File: src/rtl/pipe_sel_mux.sv
// pipe_sel_mux: registered NUM_IN:1 data selector with a valid/ready handshake,
// a 2-entry store (output register + skid entry), flush, and out-of-range select
// detection.
//
// Ports:
//   clk_i        rising-edge clock for all state
//   reset_i      synchronous active-high reset, highest priority
//   in_data_i    flattened inputs, input k at [k*WIDTH +: WIDTH]
//   in_sel_i     index of the input to capture on accept
//   in_valid_i   upstream offers in_data_i/in_sel_i
//   in_ready_o   block can accept this cycle (driven straight from a flop)
//   flush_i      discard every held entry; coincident accept is dropped
//   out_data_o   selected data of the head entry
//   out_sel_o    select value that produced out_data_o
//   sel_err_o    head entry came from an out-of-range select
//   out_valid_o  out_data_o/out_sel_o/sel_err_o are valid
//   out_ready_i  downstream takes the head entry this cycle
//
// Latency: an accept in cycle T is visible on out_* in cycle T+1 when the
// output register is free or drains in cycle T. One transfer per cycle is
// sustained while out_ready_i stays high.
// Backpressure: in_ready_o depends only on registered state, so there is no
// combinational path from out_ready_i to in_ready_o. The skid entry absorbs the
// one word that can arrive in the cycle the output stalls.

module pipe_sel_mux #(
  parameter int WIDTH  = 8,
  parameter int NUM_IN = 4,
  parameter int SEL_W  = 2
) (
  input  logic                    clk_i,
  input  logic                    reset_i,
  input  logic [NUM_IN*WIDTH-1:0] in_data_i,
  input  logic [SEL_W-1:0]        in_sel_i,
  input  logic                    in_valid_i,
  output logic                    in_ready_o,
  input  logic                    flush_i,
  output logic [WIDTH-1:0]        out_data_o,
  output logic [SEL_W-1:0]        out_sel_o,
  output logic                    sel_err_o,
  output logic                    out_valid_o,
  input  logic                    out_ready_i
);

  // Storage occupancy: EMPTY = nothing held, ONE = output register only,
  // FULL = output register plus skid entry.
  typedef enum logic [1:0] {
    ST_EMPTY = 2'd0,
    ST_ONE   = 2'd1,
    ST_FULL  = 2'd2
  } state_t;

  state_t             state_q;

  logic [WIDTH-1:0]   out_data_q;
  logic [SEL_W-1:0]   out_sel_q;
  logic               sel_err_q;
  logic               out_valid_q;
  logic               in_ready_q;

  logic [WIDTH-1:0]   skid_data_q;
  logic [SEL_W-1:0]   skid_sel_q;
  logic               skid_err_q;

  // Entry formed from the current inputs; it is only stored on an accept.
  logic [WIDTH-1:0]   new_data_d;
  logic               new_err_d;

  logic               accept;
  logic               capture;

  assign accept  = in_valid_i && in_ready_q;
  assign capture = out_valid_q && out_ready_i;

  // Input selection. Any select that matches no implemented input falls back
  // to input 0 and flags the entry, so an illegal index never reads outside
  // the flattened bus.
  always_comb begin
    new_data_d = in_data_i[WIDTH-1:0];
    new_err_d  = 1'b1;
    for (int k = 0; k < NUM_IN; k++) begin
      if (int'(in_sel_i) == k) begin
        new_data_d = in_data_i[k*WIDTH +: WIDTH];
        new_err_d  = 1'b0;
      end
    end
  end

  // Occupancy FSM together with all of the datapath registers it steers.
  always_ff @(posedge clk_i) begin
    if (reset_i) begin
      state_q     <= ST_EMPTY;
      out_data_q  <= '0;
      out_sel_q   <= '0;
      sel_err_q   <= 1'b0;
      out_valid_q <= 1'b0;
      in_ready_q  <= 1'b1;
      skid_data_q <= '0;
      skid_sel_q  <= '0;
      skid_err_q  <= 1'b0;
    end else if (flush_i) begin
      // The output word is left as-is; it is meaningless while out_valid is
      // low. A capture in this cycle already completed downstream, and an
      // accept in this cycle is dropped.
      state_q     <= ST_EMPTY;
      out_valid_q <= 1'b0;
      in_ready_q  <= 1'b1;
      skid_data_q <= '0;
      skid_sel_q  <= '0;
      skid_err_q  <= 1'b0;
    end else begin
      case (state_q)
        ST_EMPTY: begin
          if (accept) begin
            out_data_q  <= new_data_d;
            out_sel_q   <= in_sel_i;
            sel_err_q   <= new_err_d;
            out_valid_q <= 1'b1;
            state_q     <= ST_ONE;
          end
        end

        ST_ONE: begin
          if (accept && capture) begin
            // Head leaves as the new entry arrives: replace in place.
            out_data_q <= new_data_d;
            out_sel_q  <= in_sel_i;
            sel_err_q  <= new_err_d;
          end else if (accept) begin
            // Output is stalled: park the new entry and stop accepting.
            skid_data_q <= new_data_d;
            skid_sel_q  <= in_sel_i;
            skid_err_q  <= new_err_d;
            in_ready_q  <= 1'b0;
            state_q     <= ST_FULL;
          end else if (capture) begin
            out_valid_q <= 1'b0;
            state_q     <= ST_EMPTY;
          end
        end

        ST_FULL: begin
          // in_ready is low here, so only a capture can change anything.
          if (capture) begin
            out_data_q <= skid_data_q;
            out_sel_q  <= skid_sel_q;
            sel_err_q  <= skid_err_q;
            in_ready_q <= 1'b1;
            state_q    <= ST_ONE;
          end
        end

        default: begin
          state_q     <= ST_EMPTY;
          out_valid_q <= 1'b0;
          in_ready_q  <= 1'b1;
        end
      endcase
    end
  end

  assign out_data_o  = out_data_q;
  assign out_sel_o   = out_sel_q;
  assign sel_err_o   = sel_err_q;
  assign out_valid_o = out_valid_q;
  assign in_ready_o  = in_ready_q;

endmodule

File: config.mk
export PLATFORM = sky130hd
export DESIGN_NAME = pipe_sel_mux
export DESIGN_NICKNAME = d
export VERILOG_FILES = /design/src/rtl/pipe_sel_mux.sv
export SDC_FILE = /design/constraint.sdc
export NUM_CORES = 1
export LEC_CHECK = 0
export ABC_CLOCK_PERIOD_IN_PS = 2600
export CAP_MARGIN = 10
export CORE_ASPECT_RATIO = 0.9
export CORE_UTILIZATION = 52
export DETAILED_ROUTE_END_ITERATION = 8
export DONT_BUFFER_PORTS = 1
export GPL_TIMING_DRIVEN = 0
export PLACE_DENSITY = 0.68
export SETUP_SLACK_MARGIN = 0.05
export SYNTH_ARGS = -nofsm -noshare
export SYNTH_HDL_FRONTEND = slang
export SYNTH_SLANG_ARGS = --single-unit
File: constraint.sdc
create_clock -name clk_i -period 2.6 [get_ports clk_i]
set_input_delay 0.13 -clock clk_i [delete_from_list [all_inputs] [get_ports clk_i]]
set_output_delay 0.13 -clock clk_i [all_outputs]
set_load 0.005 [all_outputs]
==> qor.yml <==
overflow: 0
worst-setup-path-type: "reg2reg"
grt_pass1_vias: 994
wl_per_cell_um: 15.76
cts_buffers: 3
hold_end: "out_valid_o$_SDFFE_PP0P_"
final_cell_mix: "27 x nand2_1, 26 x dfxtp_1, 19 x nor2_1"
dp_hpwl_um: 2057
clockRootBuffer: "clkbuf_4"
clock_sinks: 26
area_growth_pct: 8.624
status: "complete, no violations"
place_congestion: 0.7891
worst_pin_slew_ps: 682.8
syn_area_per_cell_sq_um: 9.955
final_common_cell: "nand2_1"
hp-class: "in2reg"
power_density_nw_per_um2: 561.2
ios: 52
maxCapViolCount: 0
core_area_sq_um: 2467
synth-seq-cells: 26
start_kind: "flip-flop"
peakVddDrop_v: 0.0007351
max_freq_mhz: 653.8
synthesis.nets: 176
hold_depth: 3
insertion_delay_ps: 330
die_y_um: 50.59
final_antenna_net_count: 0
wirelength_um: 2710
critical-path-max-stage-delay_ps: 510
grt_pass1_wl_um: 4650
fin_crit_sh_pct: 58.83
dieArea_sq_um: 2832
cp_max_fo: 10
hold_path.startpoint: "out_ready_i"
cp_cell_sequence: "nand2_2 -> o32ai_4 -> buf_6 -> nor2_1 -> a311oi_2"
final-setup-viol-count: 0
die_w_um: 55.98
ctsHoldBuffers: 3
clockBufferDepth: 2
critPathSlowestCell: "dfxtp_1"
rsz0062_at_grt: "no"
p_leak_nw: 0.5526
fin_crit_ps: 1529
htreeDepth: 1
cts_setup_buffers: 0
drive_above_1_share_pct: 22.22
synth_cells: 137
drv_slew: 0
initial_core_util_pct: 55.27
cts.clk_slew.worst_paths_ps: 150
rows: 17
viasPerCell: 6.186
drc: 0
vias: 1064
diodes: 0
cp-end-kind: "flip-flop"
finish.utilization_pct: 60.04
numPortBuffers: 0
cp.arrival_ps: 1790
groute.usage.overall_pct: 21.64
reg2reg_setup_slack_ps: 1070
critPathTopFamily: "compound AO/OA/AOI/OAI gates"
seq_area_frac_synth_pct: 38.17
fin_nets: 184
crit_buf_inv: 1
fin_skew_ps: 13.24
synth.distinct_cells: 28
fin_tns_setup_ps: 0
cts_tree: "done"
yosysWarnings: 0
syn_area_sq_um: 1364
grt_max_degree: 16
finalHoldViolCount: 0
relSlewSlack_pct: 54.48
rr_startpoint: "out_valid_o$_SDFFE_PP0P_"
antenna_found_initial: 0
post_cts_resized: 0
drtIter0Drc: 26
required_ps: 2860
timing.rr.end: "out_data_o[4]$_SDFFE_PP0P_"
firstDrtPassIters: 4
worstRegToRegCells: 5
layout make-up:
class / instances / area, sq um
fillers: 217 / 985.9
multi-input cells: 101 / 787.0
flip-flops and latches: 26 / 520.5
plain buffers: 10 / 56.30
well taps: 28 / 35.03
clock inverters: 1 / 30.03
repair buffers: 3 / 30.03
clock buffers: 3 / 22.52
cells in the mapped netlist:
master / count / area share, %
mux4_2: 8 / 13
and3_1: 1 / 0.46
nand2_1: 27 / 7.4
a21oi_1: 8 / 2.9
o21ai_0: 1 / 0.37
nand4bb_1: 1 / 0.83
nand3b_1: 1 / 0.55
or2_2: 1 / 0.46
a21boi_4: 1 / 1.4
o21bai_1: 1 / 0.55
mux2i_1: 8 / 5.9
buf_4: 2 / 1.1
and2_1: 1 / 0.46
o22a_1: 1 / 0.64
nand2_2: 2 / 0.92
and3b_1: 1 / 0.64
nor2_1: 19 / 5.2
nand3_1: 4 / 1.5
o32ai_4: 1 / 2.0
buf_6: 1 / 0.83
nor2b_1: 1 / 0.46
buf_2: 3 / 1.1
dfxtp_1: 26 / 38
nor3_1: 1 / 0.37
clkbuf_1: 4 / 1.1
a311oi_1: 1 / 0.64
a311oi_2: 9 / 9.9
nand2b_1: 2 / 0.92
worst max path at each step:
stage                     slack [ps]  cells after the start                     start                          to
after floorplan                 1260                      5  out_valid_o$_SDFFE_PP0P_  out_data_o[0]$_SDFFE_PP0P_
after detailed placement        1070                      5  out_valid_o$_SDFFE_PP0P_  out_data_o[4]$_SDFFE_PP0P_
after global routing             930                      4   state_q[0]$_SDFFE_PP0P_  out_data_o[3]$_SDFFE_PP0P_
after CTS                       1050                      5  out_valid_o$_SDFFE_PP0P_  out_data_o[4]$_SDFFE_PP0P_
after global placement          1140                      5  out_valid_o$_SDFFE_PP0P_  out_data_o[0]$_SDFFE_PP0P_
final                           1070                      5  out_valid_o$_SDFFE_PP0P_  out_data_o[4]$_SDFFE_PP0P_
power by group:
part | internal (mW) | leakage [nW] | total, mW | switching [mW]
clock | 0.156 | 0.0279 | 0.279 | 0.123
combinational | 0.0610 | 0.313 | 0.124 | 0.0626
sequential | 0.415 | 0.212 | 0.429 | 0.0140
total | 0.632 | 0.553 | 0.831 | 0.200
registers in the layout, indices dropped and copies added, names as in the netlist:
register	cells
sel_err_o	1
skid_err_q	1
state_q	2
skid_data_q	8
skid_sel_q	2
out_sel_o	2
out_data_o	8
out_valid_o	1
in_ready_o	1
tightest hold or removal path, cell delays in order:
cell      delay [ps]
nand2_1           30
nand3b_1          80
a21oi_1           60
cell families after synthesis:
kind of cell | share of synthesized area, %
muxes | 19.08
AOI/OAI and AO/OA | 18.44
buffers and inverters | 4.127
DFF | 38.17
and+or+nand+nor | 20.18
metrics by stage:
stage / power (mW) / hold slack [ps] / setup WS, ps / cell area, sq um / std cells
after floorplan: 0.5366 / 202.1 / 1263 / 1364 / 137
after global placement: 0.5541 / 206.0 / 1137 / 1399 / 165
after detailed placement: 0.5575 / 207.3 / 1073 / 1399 / 165
after CTS: 0.8378 / 17.29 / 1048 / 1481 / 172
after global routing: 0.8655 / 32.79 / 930.5 / 1481 / 172
final: 0.8314 / 21.80 / 1071 / 1481 / 172
layer usage:
metal / track usage, % / vias to the layer above / routed length (um)
met5: 0 / - / 0
met4: 2.439 / 0 / 0
met3: 7.216 / 0 / 274
met2: 37.30 / 57 / 1318
met1: 27.33 / 496 / 1118
li1: - / 511 / -
No activity file was read; power rests on OpenSTA's default activity.
